[src/rtl/traffic_phase_scheduler_if.sv]
// Sensor/button inputs and phase outputs of the intersection sequencer.
// The master side drives sensors; the slave side is the scheduler.
interface traffic_phase_scheduler_if #(
    parameter int CW = 8
);
    logic          vs_nl;
    logic          vs_sl;
    logic          vs_el;
    logic          vs_wl;
    logic          psn;
    logic          pss;
    logic          pse;
    logic          psw;
    logic [4:0]    state1;
    logic [CW-1:0] phase_timer;
    logic [3:0]    ped_pending;
    logic [3:0]    left_pending;

    modport master (
        output vs_nl, vs_sl, vs_el, vs_wl,
        output psn, pss, pse, psw,
        input  state1, phase_timer,
        input  ped_pending, left_pending
    );

    modport slave (
        input  vs_nl, vs_sl, vs_el, vs_wl,
        input  psn, pss, pse, psw,
        output state1, phase_timer,
        output ped_pending, left_pending
    );
endinterface

[src/rtl/traffic_phase_scheduler.sv]
// Intersection phase sequencer: through greens, yellows and on-demand
// left-turn phases, with latched left-lane and pedestrian requests.
module traffic_phase_scheduler #(
    parameter int GREEN_CYC  = 20,
    parameter int LEFT_CYC   = 10,
    parameter int YELLOW_CYC = 4,
    parameter int CW         = 8
) (
    input logic CLK,
    input logic rst,
    traffic_phase_scheduler_if.slave bus
);

    typedef enum logic [4:0] {
        N_S     = 5'b00000,
        E_W     = 5'b00001,
        N_S_Y   = 5'b00010,
        E_W_Y   = 5'b00011,
        N_NL    = 5'b00100,
        N_NL_Y  = 5'b00101,
        S_SL    = 5'b00110,
        S_SL_Y  = 5'b00111,
        W_WL    = 5'b01000,
        W_WL_Y  = 5'b01001,
        E_EL    = 5'b01010,
        E_EL_Y  = 5'b01011,
        SL_NL   = 5'b01100,
        SL_NL_Y = 5'b01101,
        EL_WL   = 5'b01110,
        EL_WL_Y = 5'b01111
    } phase_t;

    localparam logic [CW-1:0] G_LOAD = CW'(GREEN_CYC - 1);
    localparam logic [CW-1:0] L_LOAD = CW'(LEFT_CYC - 1);
    localparam logic [CW-1:0] Y_LOAD = CW'(YELLOW_CYC - 1);

    phase_t        state_q;
    phase_t        state_d;
    phase_t        nxt;
    logic [CW-1:0] timer_q;
    logic [CW-1:0] timer_d;
    logic [3:0]    left_q;
    logic [3:0]    left_d;
    logic [3:0]    left_clr;
    logic [3:0]    ped_q;
    logic [3:0]    ped_d;
    logic [3:0]    ped_clr;
    logic          illegal;
    logic          adv;

    function automatic logic [CW-1:0] load_of(input phase_t p);
        logic [CW-1:0] v;
        v = L_LOAD;
        case (p)
            N_S, E_W: v = G_LOAD;
            N_S_Y, E_W_Y, N_NL_Y, S_SL_Y,
            W_WL_Y, E_EL_Y, SL_NL_Y, EL_WL_Y: v = Y_LOAD;
            default: v = L_LOAD;
        endcase
        return v;
    endfunction

    // successor of each phase, decided on registered requests only
    always_comb begin
        nxt = N_S_Y;
        case (state_q)
            N_S:     nxt = N_S_Y;
            N_S_Y: begin
                if (left_q[3] && left_q[2])
                    nxt = SL_NL;
                else if (left_q[3])
                    nxt = N_NL;
                else if (left_q[2])
                    nxt = S_SL;
                else
                    nxt = E_W;
            end
            N_NL:    nxt = N_NL_Y;
            S_SL:    nxt = S_SL_Y;
            SL_NL:   nxt = SL_NL_Y;
            N_NL_Y,
            S_SL_Y,
            SL_NL_Y: nxt = E_W;
            E_W:     nxt = E_W_Y;
            E_W_Y: begin
                if (left_q[1] && left_q[0])
                    nxt = EL_WL;
                else if (left_q[1])
                    nxt = E_EL;
                else if (left_q[0])
                    nxt = W_WL;
                else
                    nxt = N_S;
            end
            E_EL:    nxt = E_EL_Y;
            W_WL:    nxt = W_WL_Y;
            EL_WL:   nxt = EL_WL_Y;
            E_EL_Y,
            W_WL_Y,
            EL_WL_Y: nxt = N_S;
            default: nxt = N_S_Y;
        endcase
    end

    always_comb begin
        state_d = state_q;
        timer_d = timer_q - 1'b1;
        illegal = state_q[4];
        adv     = 1'b0;
        if (illegal) begin
            state_d = N_S_Y;
            timer_d = Y_LOAD;
            adv     = 1'b1;
        end else if (timer_q == '0) begin
            state_d = nxt;
            timer_d = load_of(nxt);
            adv     = 1'b1;
        end
    end

    // requests clear on the edge that enters their serving green
    always_comb begin
        left_clr = 4'b0000;
        ped_clr  = 4'b0000;
        if (adv) begin
            left_clr[3] = (state_d == N_NL) || (state_d == SL_NL);
            left_clr[2] = (state_d == S_SL) || (state_d == SL_NL);
            left_clr[1] = (state_d == E_EL) || (state_d == EL_WL);
            left_clr[0] = (state_d == W_WL) || (state_d == EL_WL);
            ped_clr[3]  = (state_d == E_W);
            ped_clr[2]  = (state_d == E_W);
            ped_clr[1]  = (state_d == N_S);
            ped_clr[0]  = (state_d == N_S);
        end
    end

    always_comb begin
        left_d = (left_q & ~left_clr)
               | {bus.vs_nl, bus.vs_sl, bus.vs_el, bus.vs_wl};
        ped_d  = (ped_q & ~ped_clr)
               | {bus.psn, bus.pss, bus.pse, bus.psw};
    end

    always_ff @(posedge CLK or negedge rst) begin
        if (!rst) begin
            state_q <= N_S;
            timer_q <= G_LOAD;
            left_q  <= 4'b0000;
            ped_q   <= 4'b0000;
        end else begin
            state_q <= state_d;
            timer_q <= timer_d;
            left_q  <= left_d;
            ped_q   <= ped_d;
        end
    end

    assign bus.state1       = state_q;
    assign bus.phase_timer  = timer_q;
    assign bus.ped_pending  = ped_q;
    assign bus.left_pending = left_q;

endmodule

[src/flat_wrapper.sv]
// flat-port wrapper written by rule: the top's interface ports become plain ports
module traffic_phase_scheduler_flat 
#(
    parameter int GREEN_CYC  = 20,
    parameter int LEFT_CYC   = 10,
    parameter int YELLOW_CYC = 4,
    parameter int CW         = 8
)
  (CLK, rst, bus_vs_nl, bus_vs_sl, bus_vs_el, bus_vs_wl, bus_psn, bus_pss, bus_pse, bus_psw, bus_state1, bus_phase_timer, bus_ped_pending, bus_left_pending);
  traffic_phase_scheduler_if #(.CW(CW)) bus_i ();
  input logic CLK;
  input logic rst;
  input wire logic [$bits(bus_i.vs_nl)-1:0] bus_vs_nl;
  input wire logic [$bits(bus_i.vs_sl)-1:0] bus_vs_sl;
  input wire logic [$bits(bus_i.vs_el)-1:0] bus_vs_el;
  input wire logic [$bits(bus_i.vs_wl)-1:0] bus_vs_wl;
  input wire logic [$bits(bus_i.psn)-1:0] bus_psn;
  input wire logic [$bits(bus_i.pss)-1:0] bus_pss;
  input wire logic [$bits(bus_i.pse)-1:0] bus_pse;
  input wire logic [$bits(bus_i.psw)-1:0] bus_psw;
  output wire logic [$bits(bus_i.state1)-1:0] bus_state1;
  output wire logic [$bits(bus_i.phase_timer)-1:0] bus_phase_timer;
  output wire logic [$bits(bus_i.ped_pending)-1:0] bus_ped_pending;
  output wire logic [$bits(bus_i.left_pending)-1:0] bus_left_pending;
  assign bus_i.vs_nl = bus_vs_nl;
  assign bus_i.vs_sl = bus_vs_sl;
  assign bus_i.vs_el = bus_vs_el;
  assign bus_i.vs_wl = bus_vs_wl;
  assign bus_i.psn = bus_psn;
  assign bus_i.pss = bus_pss;
  assign bus_i.pse = bus_pse;
  assign bus_i.psw = bus_psw;
  assign bus_state1 = bus_i.state1;
  assign bus_phase_timer = bus_i.phase_timer;
  assign bus_ped_pending = bus_i.ped_pending;
  assign bus_left_pending = bus_i.left_pending;
  traffic_phase_scheduler #(.GREEN_CYC(GREEN_CYC), .LEFT_CYC(LEFT_CYC), .YELLOW_CYC(YELLOW_CYC), .CW(CW)) u_core (.CLK(CLK), .rst(rst), .bus(bus_i));
endmodule
[config.mk]
export PLATFORM = sky130hd
export DESIGN_NAME = traffic_phase_scheduler_flat
export DESIGN_NICKNAME = d
export VERILOG_FILES = /design/src/rtl/traffic_phase_scheduler_if.sv /design/src/rtl/traffic_phase_scheduler.sv /design/src/flat_wrapper.sv
export SDC_FILE = /design/constraint.sdc
export NUM_CORES = 1
export LEC_CHECK = 0
export ABC_CLOCK_PERIOD_IN_PS = 2500
export BUFFER_PORTS_ARGS = -buffer_cell sky130_fd_sc_hd__buf_2
export CAP_MARGIN = 20
export CORE_MARGIN = 1.5
export CORE_UTILIZATION = 41
export CTS_CLUSTER_SIZE = 8
export DETAILED_ROUTE_END_ITERATION = 7
export PLACE_DENSITY = 0.61
export SYNTH_ARGS = -nofsm -noshare
export SYNTH_HDL_FRONTEND = slang
export SYNTH_SLANG_ARGS = --single-unit
[constraint.sdc]
create_clock -name CLK -period 2.5 [get_ports CLK]
set_input_delay 0.5 -clock CLK [delete_from_list [all_inputs] [get_ports CLK]]
set_output_delay 0.5 -clock CLK [all_outputs]
set_load 0.02 [all_outputs]
==> results.sh, run 1 <==
export IMPL_setup_viol=0
export IMPL_end_kind="register"
export IMPL_area_growth_pct=17.2
export IMPL_reg2reg_depth=7
export IMPL_synth_ff_type="dfrtp_1"
export IMPL_post_place_ws_ns=0.476
export IMPL_whs_ns=0.132
export IMPL_ys_types=48
export IMPL_dpl_instance_area_um2=1260
export IMPL_cts_tree="yes"
export IMPL_drive_gt1_share_pct=35.3
export IMPL_utilization_pct=51.5
export IMPL_worst_slack_ns=0.452
export IMPL_synth_area_leaders="dfrtp_1, dfstp_2, a21oi_1"
export IMPL_instances_no_fill=166
export IMPL_diodes=0
export IMPL_dp_cells=162
export IMPL_ff_latch_area_um2=504
export IMPL_top_level_ports=31
export IMPL_dp_hpwl_mm=1.79
export IMPL_die_w_um=55
export IMPL_grt_pass1_vias=894
export IMPL_first_pass_iters=4
export IMPL_crit_type="reg2reg"
export IMPL_antenna_found_initial=0
export IMPL_grtUsageMet3_pct=3.49
export IMPL_postSynthCellCount=107
export IMPL_cts_path_max_buffers=2
export IMPL_start_kind="register"
export IMPL_clk_pin_slew_ns=0.12
export IMPL_grt_usage_pct=18.5
export IMPL_via_per_inst=5.55
export IMPL_synth_most_common_cell="dfrtp_1"
export IMPL_period_share_pct=81.9
export IMPL_wl_per_cell_um=14.3
export IMPL_start_util_pct=43.9
export IMPL_final_max_slew_viol_count=0
export IMPL_met1_usage_pct=25.5
export IMPL_cap_viol_max_count=0
export IMPL_cts_buffers=3
export IMPL_powerDensity_nw_per_um2=406
export IMPL_yosysWarningCount=0
export IMPL_synth_ff_latch_count=20
export IMPL_fin_tns_setup_ns=0
export IMPL_synthTopCellsByCount="dfrtp_1, a21oi_1, nand2_1, nor2_1"
export IMPL_vias=922
export IMPL_p_leak_nw=0.547
export IMPL_syn_nets=118
export IMPL_met2_usage_pct=29.6
export IMPL_ir_drop_mv=0.315
export IMPL_die_area_um2=3030
export IMPL_gp_congestion=0.787
export IMPL_clock_sinks=20
export IMPL_grt_ovfl_total=0
export IMPL_synthArstFlopShare_pct=100
export IMPL_drtAntennaViolNets=0
export IMPL_yosysTopAreaCell="dfrtp_1"
export IMPL_synth_area_per_cell_um2=10.4
export IMPL_synth_top_area_share_pct=38.4
export IMPL_row_count=18
export IMPL_fmax_mhz=488
export IMPL_cp_required_ns=2.70
export IMPL_insertion_delay_ns=0.29
export IMPL_rsz0062_at_grt="false"
export IMPL_fin_total_pwr_mw=0.527
export IMPL_cts_hold_buf=0
export IMPL_htree_levels=1
export IMPL_status="completed"
export IMPL_root_buffer="clkbuf_4"
export IMPL_final_hold_viol_count=0
export IMPL_route_detailed_drc=0
export IMPL_rr_startpoint="u_core.bus.phase_timer[0]"
export IMPL_reg2reg_slack_ns=0.45
export IMPL_die_y_um=55
export IMPL_drt_wl_total_mm=2.38
export IMPL_ys_seq_area_share_pct=45.5
export IMPL_nNetsFinal=148
export IMPL_synth_edf_count=0
export IMPL_cp_max_fo=7
export IMPL_cp_data_arrival_time_ns=2.25
export IMPL_r2r_end="u_core.bus.ped_pending[1]"
export IMPL_cts_resized=0
export IMPL_fin_area_um2=1300
export IMPL_grt_pass1_wl_mm=4.02
export IMPL_grt_max_degree=21
export IMPL_drt_iter0_drc=16
export IMPL_numPortBuffers=29
export IMPL_multiInputGateArea_um2=549
export IMPL_skew_ns=0.00412
export IMPL_grt_busiest_layer="met2"
export IMPL_post_cts_repair_setup_buffers=0
export IMPL_coreArea_um2=2520
export IMPL_synth_area_um2=1110
export IMPL_fill_cells=257
export IMPL_worstHoldPathType="in2async"
export IMPL_period_needed_ns=2.05
-- metal layers --
metal / share of wire, % / vias up
li1: - / 444
met1: 48 / 444
met2: 46 / 30
met3: 5.0 / 4
met4: 1.2 / 0
met5: 0 / -
-- cell families (layout without fill, tap and decap cells) --
family | after synthesis | after routing | share of synthesized area, %
AOI/OAI and AO/OA | 33 | 33 | 23.8
xor gates and xnor gates | 3 | 3 | 2.37
adders and majority gates | 1 | 1 | 1.13
buffers and inverters | 11 | 40 | 4.96
DFF | 20 | 20 | 45.5
muxes | 2 | 2 | 2.03
other | 1 | 1 | 0.338
and+or+nand+nor | 36 | 36 | 19.9
-- worst max-delay path by stage --
stage                               from                        end  slack (ns)  cells after the start
6_report       u_core.bus.phase_timer[0]  u_core.bus.ped_pending[1]        0.45                      7
3_5_place_dp   u_core.bus.phase_timer[0]  u_core.bus.ped_pending[1]        0.48                      7
3_3_place_gp   u_core.bus.phase_timer[0]  u_core.bus.ped_pending[2]        0.54                      7
4_1_cts        u_core.bus.phase_timer[0]  u_core.bus.ped_pending[1]        0.45                      7
5_1_grt        u_core.bus.phase_timer[0]  u_core.bus.ped_pending[0]        0.26                      7
2_1_floorplan  u_core.bus.phase_timer[0]  u_core.bus.ped_pending[2]        0.54                      8
-- critical path, stage by stage, from the launching register on --
cell	delay (ns)
dfstp_2	0.40
inv_1	0.07
ha_1	0.23
nor4b_4	0.28
and2_1	0.37
and3_4	0.27
nand4b_1	0.12
a21o_1	0.21
-- sequential cells by signal (all words and copies together) (netlist names) --
register	flops
u_core.bus.state1	4
u_core.bus.phase_timer	8
u_core.bus.ped_pending	4
u_core.bus.left_pending	4
-- report_power, final --
group          internal [mW]  switching (mW)  total [mW]
clock network         0.0886          0.0993       0.188
registers              0.324        0.000201       0.324
logic                0.00554         0.00999      0.0155
total                  0.418           0.109       0.527
-- cells in the final DEF (no fill, tap or decap), types with 2 or more instances in the layout --
cell type  Yosys  layout
a21oi_1       11      11
a31oi_1        2       2
o21ai_0        3       3
nand2_1        8       8
buf_2          1      29
xnor2_1        2       2
nor4_1         2       2
dfstp_2        3       3
nor2b_1        2       2
o21ai_1        2       2
nor3_1         3       3
inv_1          5       5
a21o_1         5       5
nand2b_1       2       2
nor2_1         7       7
dfrtp_1       17      17
clkbuf_4       0       3
-- area by class of cell --
| type | count | area share, % |
|---|---|---|
| Timing Repair Buffer | 29 | 11.2 |
| Tap cell | 30 | 2.89 |
| Sequential cell | 20 | 38.8 |
| Multi-Input combinational cell | 76 | 42.3 |
| Inverter | 7 | 2.02 |
| Clock buffer | 4 | 2.79 |
(Power assumes the default switching activity.)
==> run 2: changes to the inputs <==
--- a/config.mk
+++ b/config.mk
@@ -5,14 +5,14 @@
 export SDC_FILE = /design/constraint.sdc
 export NUM_CORES = 1
 export LEC_CHECK = 0
-export ABC_CLOCK_PERIOD_IN_PS = 2500
+export ABC_CLOCK_PERIOD_IN_PS = 1700
 export BUFFER_PORTS_ARGS = -buffer_cell sky130_fd_sc_hd__buf_2
 export CAP_MARGIN = 20
 export CORE_MARGIN = 1.5
 export CORE_UTILIZATION = 41
 export CTS_CLUSTER_SIZE = 8
 export DETAILED_ROUTE_END_ITERATION = 7
-export PLACE_DENSITY = 0.61
+export PLACE_DENSITY = 0.64
 export SYNTH_ARGS = -nofsm -noshare
 export SYNTH_HDL_FRONTEND = slang
 export SYNTH_SLANG_ARGS = --single-unit
==> constraint.sdc (replaced) <==
create_clock -name CLK -period 1.7 [get_ports CLK]
set_input_delay 0.34 -clock CLK [delete_from_list [all_inputs] [get_ports CLK]]
set_output_delay 0.34 -clock CLK [all_outputs]
set_load 0.02 [all_outputs]
==> run 2 against run 1 <==
- the run now ends with negative setup slack left
- cell area grew 15%
- final cell count grew 11%
- highest routed layer unchanged
- utilization grew 7.7 points
- routed wire length grew 7.0%
- fmax grew 18%
- sequential cell count is the same
- largest cell class unchanged
- sequential share of layout area shrank 4.9 points
- worst setup slack lost 0.49 ns
- largest power group unchanged
- register-to-register slack lost 0.49 ns
- critical endpoint is now u_core.bus.left_pending[2]
- clock skew grew 0.0057 ns
==> results.sh, run 2 (synthesis gave the netlist of run 1 again) <==
export IMPL_status="complete, but fails checks"
export IMPL_violations="negative setup slack"
export IMPL_cts_path_max_buffers=2
export IMPL_insertion_delay_ns=0.31
export IMPL_largest_reg_flops=8
export IMPL_grt_ovfl_total=0
export IMPL_final_max_slew_viol_count=0
export IMPL_grt_usage_pct=18.7
export IMPL_drt_wl_total_mm=2.55
export IMPL_clk_pin_slew_ns=0.11
export IMPL_skew_ns=0.00982
export IMPL_top_level_ports=31
export IMPL_grt_pass1_wl_mm=3.93
export IMPL_dp_hpwl_mm=1.91
export IMPL_vias=964
export IMPL_rsz0062_at_grt="true"
export IMPL_via_per_inst=5.21
export IMPL_max_stage_delay_ns=0.56
export IMPL_slowest_stage="dfstp_2"
export IMPL_p_leak_nw=0.634
export IMPL_setup_viol=5
export IMPL_end_kind="register"
export IMPL_drive_gt1_share_pct=47.7
export IMPL_final_hold_viol_count=0
export IMPL_die_area_um2=3030
export IMPL_route_detailed_drc=0
export IMPL_fin_area_um2=1490
export IMPL_powerDensity_nw_per_um2=497
export IMPL_grt_pass1_vias=871
export IMPL_crit_chain="inv_2, ha_4, nor4b_4, buf_4, a31oi_4, a31oi_4, buf_4, xnor2_2, a21oi_1"
export IMPL_cts_tree="yes"
export IMPL_dpl_instance_area_um2=1400
export IMPL_diodes=0
export IMPL_htree_levels=1
export IMPL_start_kind="register"
export IMPL_wl_per_cell_um=13.8
export IMPL_numPortBuffers=29
export IMPL_fin_total_pwr_mw=0.741
export IMPL_grt_max_degree=21
export IMPL_cp_max_fo=4
export IMPL_instances_no_fill=185
export IMPL_cap_viol_max_count=0
export IMPL_antenna_found_initial=0
export IMPL_final_common_cell="buf_2"
export IMPL_drt_iter0_drc=11
export IMPL_fmax_mhz=576
export IMPL_fin_tns_setup_ns=-0.0528
export IMPL_start_util_pct=43.9
export IMPL_coreArea_um2=2520
export IMPL_reg2reg_slack_ns=-0.04
export IMPL_row_count=18
export IMPL_die_w_um=55
export IMPL_clock_sinks=20
export IMPL_utilization_pct=59.2
export IMPL_dp_cells=177
export IMPL_period_needed_ns=1.74
export IMPL_fill_cells=225
export IMPL_nNetsFinal=167
export IMPL_ir_drop_mv=0.505
export IMPL_cp_data_arrival_time_ns=1.99
export IMPL_cp_required_ns=1.95
export IMPL_cts_buffers=3
export IMPL_mostFrequentLayoutCells="buf_2, buf_4, dfrtp_1"
export IMPL_period_share_pct=102
export IMPL_root_buffer="clkbuf_4"
export IMPL_die_y_um=55
export IMPL_drtAntennaViolNets=0
export IMPL_worst_slack_ns=-0.0373
export IMPL_first_pass_iters=4
export IMPL_worstHoldPathType="in2reg"
export IMPL_area_growth_pct=34.6
export IMPL_gp_congestion=0.822
export IMPL_crit_type="reg2reg"
==> run 2: path summary, 6_finish.rpt <==
kind | startpoint | to | cells past startpoint
worst max-delay path | u_core.bus.phase_timer[1] | u_core.bus.left_pending[2] | 9
worst max register to register | u_core.bus.phase_timer[1] | u_core.bus.left_pending[2] | 9
min in group asynchronous | rst | u_core.bus.state1[0] | 2
max in group asynchronous | rst | u_core.bus.phase_timer[4] | 2
worst min register to register | u_core.bus.ped_pending[0] | u_core.bus.ped_pending[0] | 1
worst min-delay path | bus_vs_el | u_core.bus.left_pending[1] | 2
==> run 2: cell type report <==
type	instances	area (um2)	share of cell area (%)
Inverter	7	26.3	1.76
Tap cell	30	37.5	2.51
Multi-Input combinational cell	76	606	40.6
Sequential cell	20	507	33.9
Timing Repair Buffer	48	290	19.4
Clock buffer	4	26.3	1.76
==> run 2: per-stage QoR <==
| stage | worst slack (ns) | hold slack (ns) |
|---|---|---|
| 2_1_floorplan | -0.131 | 0.0444 |
| 3_3_place_gp | -0.0457 | 0.307 |
| 3_5_place_dp | -0.111 | 0.314 |
| 4_1_cts | -0.0319 | 0.189 |
| 5_1_grt | -0.132 | 0.192 |
| 6_report | -0.0373 | 0.193 |
==> run 2: power by group <==
part | total (mW) | switching (mW) | internal [mW]
Combinational | 0.0245 | 0.0149 | 0.00963
Sequential | 0.476 | 0.000295 | 0.476
Clock | 0.240 | 0.149 | 0.0918
==> run 2: critical path: cells and delay by family (launching register included) <==
family                     cells  cell delay [ns]
AOI/OAI and AO/OA              3             0.37
buffers and inverters          3             0.36
DFF                            1             0.56
and+or+nand+nor                1             0.13
adders and majority gates      1             0.15
xor gates and xnor gates       1             0.13
==> run 2: per-layer routing <==
metal,up-vias,wire [um],global-route usage (%)
met3,4,136,4.57
li1,482,-,-
met4,0,46,8.94
met1,444,1160,25.5
met2,34,1200,27.8
met5,-,0,0
==> run 2: repair_timing <==
item / CTS / global route
buffers inserted: 2 / 1
hold buffers: 1 / 0
gates resized for setup: 6 / 1
hold endpoints to repair: 17 / 0
pin swaps: 7 / 2
endpoints found under the setup margin: 8 / 12
==> run 3: changes to the inputs <==
--- a/config.mk
+++ b/config.mk
@@ -8,11 +8,14 @@
 export ABC_CLOCK_PERIOD_IN_PS = 1700
 export BUFFER_PORTS_ARGS = -buffer_cell sky130_fd_sc_hd__buf_2
 export CAP_MARGIN = 20
+export CORE_ASPECT_RATIO = 1.1
 export CORE_MARGIN = 1.5
 export CORE_UTILIZATION = 41
 export CTS_CLUSTER_SIZE = 8
 export DETAILED_ROUTE_END_ITERATION = 7
 export PLACE_DENSITY = 0.64
+export REMOVE_ABC_BUFFERS = 1
+export SLEW_MARGIN = 5
 export SYNTH_ARGS = -nofsm -noshare
 export SYNTH_HDL_FRONTEND = slang
 export SYNTH_SLANG_ARGS = --single-unit
==> run 3 against run 2 <==
- the flow still finishes with violations (negative setup slack)
- utilization grew 0.64 points
- sequential power hardly changed
- clock power is 17% higher
- die area is essentially flat
==> results.sh, run 3 (synthesis gave the netlist of run 1 again) <==
export IMPL_coreArea_um2=2540
export IMPL_final_max_slew_viol_count=0
export IMPL_powerDensity_nw_per_um2=514
export IMPL_first_pass_iters=4
export IMPL_p_sw_mw=0.166
export IMPL_drtAntennaViolNets=0
export IMPL_top_level_ports=31
export IMPL_dp_cells=181
export IMPL_status="complete, but fails checks"
export IMPL_ff_latch_area_um2=504
export IMPL_grt_usage_pct=20.7
export IMPL_via_per_inst=5.47
export IMPL_drive_gt1_share_pct=49.4
export IMPL_p_leak_nw=0.663
export IMPL_nNetsFinal=170
export IMPL_fin_total_pwr_mw=0.782
export IMPL_vias=1034
export IMPL_wl_per_cell_um=14.6
export IMPL_drt_wl_total_mm=2.77
export IMPL_cp_max_fo=7
export IMPL_p_int_mw=0.617
export IMPL_hp_start="bus_vs_el"
export IMPL_period_share_pct=103
export IMPL_route_detailed_drc=0
export IMPL_end_kind="register"
export IMPL_seqPwrFrac_pct=60.9
export IMPL_cts_tree="yes"
export IMPL_grt_pass1_wl_mm=4.66
export IMPL_diodes=0
export IMPL_worstHoldPathType="in2reg"
export IMPL_crit_type="reg2reg"
export IMPL_area_growth_pct=37.2
export IMPL_combPwrFrac_pct=3.1
export IMPL_multiInputGateArea_um2=599
export IMPL_gp_congestion=0.854
export IMPL_swShare_pct=21.2
export IMPL_cts_buffers=3
export IMPL_clk_pin_slew_ns=0.11
export IMPL_rsz0062_at_grt="true"
export IMPL_insertion_delay_ns=0.31
export IMPL_fmax_mhz=573
export IMPL_cp_required_ns=1.89
export IMPL_row_count=19
export IMPL_min_to="u_core.bus.left_pending[1]"
export IMPL_period_needed_ns=1.74
export IMPL_grt_ovfl_total=0
export IMPL_ir_drop_mv=0.489
export IMPL_root_buffer="clkbuf_4"
export IMPL_reg2reg_slack_ns=-0.04
export IMPL_whs_path_depth=2
export IMPL_reg2reg_depth=6
export IMPL_start_kind="register"
export IMPL_largest_reg_flops=8
export IMPL_numPortBuffers=29
export IMPL_r2r_end="u_core.bus.left_pending[2]"
export IMPL_cap_viol_max_count=0
export IMPL_start_util_pct=43.6
export IMPL_setup_viol=7
export IMPL_die_w_um=52.6
export IMPL_utilization_pct=59.8
export IMPL_violations="negative setup slack"
export IMPL_pwr_share_clk_pct=35.9
export IMPL_antenna_found_initial=0
export IMPL_cp_data_arrival_time_ns=1.93
export IMPL_die_y_um=57.5
export IMPL_drt_iter0_drc=17
export IMPL_cts_path_max_buffers=2
export IMPL_clock_sinks=20
export IMPL_grt_max_degree=21
export IMPL_htree_levels=1
export IMPL_die_area_um2=3030
export IMPL_final_hold_viol_count=0
export IMPL_skew_ns=0.00505
export IMPL_worst_slack_ns=-0.0443
export IMPL_final_common_cell="buf_2"
export IMPL_fill_cells=228
export IMPL_grt_pass1_vias=1088
export IMPL_rr_startpoint="u_core.bus.phase_timer[1]"
export IMPL_dp_hpwl_mm=2.12
export IMPL_mostFrequentLayoutCells="buf_2, buf_4, dfrtp_1"
export IMPL_instances_no_fill=189
run 3: power groups by stage:
| stage | registers [mW] | logic, mW | clock network [mW] |
|---|---|---|---|
| 2_1_floorplan | 0.486 | 0.00302 | 0 |
| 4_1_cts | 0.477 | 0.0256 | 0.293 |
| 5_1_grt | 0.477 | 0.0287 | 0.318 |
| 6_report | 0.476 | 0.0246 | 0.281 |
| 3_5_place_dp | 0.485 | 0.0239 | 0 |
| 3_3_place_gp | 0.485 | 0.0232 | 0 |
run 3: layout make-up:
| cell class | count | area share [%] |
|---|---|---|
| multi-input combinational | 76 | 39.4 |
| sequential | 20 | 33.1 |
| timing repair buffer | 51 | 20.8 |
| tap | 31 | 2.55 |
| clock buffer | 4 | 2.38 |
| inverter | 7 | 1.73 |
run 3: routing by layer:
layer | GRT usage, % | up-vias | share of wire, % | wire (um)
met3 | 2.36 | 8 | 4.3 | 119
met1 | 24.0 | 501 | 41 | 1150
met4 | 10.3 | 0 | 2.8 | 77
met5 | 0 | - | 0 | 0
li1 | - | 488 | - | -
met2 | 36.8 | 37 | 51 | 1420
run 3: critical path, cell delays in order, from the launching register on:
cell     delay, ns
dfstp_2       0.39
inv_2         0.07
ha_4          0.13
nor4b_4       0.27
nand2_1       0.27
nor4_1        0.39
a21oi_2       0.10
run 3: how the worst max path moves through the flow:
stage,depth (start not counted),slack [ns],start,to
2_1_floorplan,7,-0.24,u_core.bus.phase_timer[0],u_core.bus.ped_pending[2]
3_3_place_gp,8,-0.10,u_core.bus.phase_timer[0],u_core.bus.left_pending[2]
3_5_place_dp,7,-0.18,u_core.bus.phase_timer[0],u_core.bus.left_pending[3]
4_1_cts,7,-0.05,u_core.bus.phase_timer[0],u_core.bus.left_pending[0]
5_1_grt,6,-0.15,u_core.bus.phase_timer[1],u_core.bus.left_pending[2]
6_report,6,-0.04,u_core.bus.phase_timer[1],u_core.bus.left_pending[2]
run 3: what timing repair did:
item	4_1_cts	5_1_grt
hold buffers	1	0
endpoints found under the hold margin	17	0
resized for setup	8	5
setup buffers	2	1
pin swaps	9	4
setup endpoints to repair	10	13
run 3: through the flow:
step | setup WS [ns] | instance area, um2 | hold slack, ns | setup TNS [ns]
after floorplan | -0.237 | 1080 | 0.0444 | -1.63
after global placement | -0.104 | 1400 | 0.311 | -0.624
after detailed placement | -0.183 | 1400 | 0.315 | -1.31
after CTS | -0.0463 | 1490 | 0.194 | -0.242
after global routing | -0.146 | 1520 | 0.190 | -1.17
final | -0.0443 | 1520 | 0.199 | -0.153
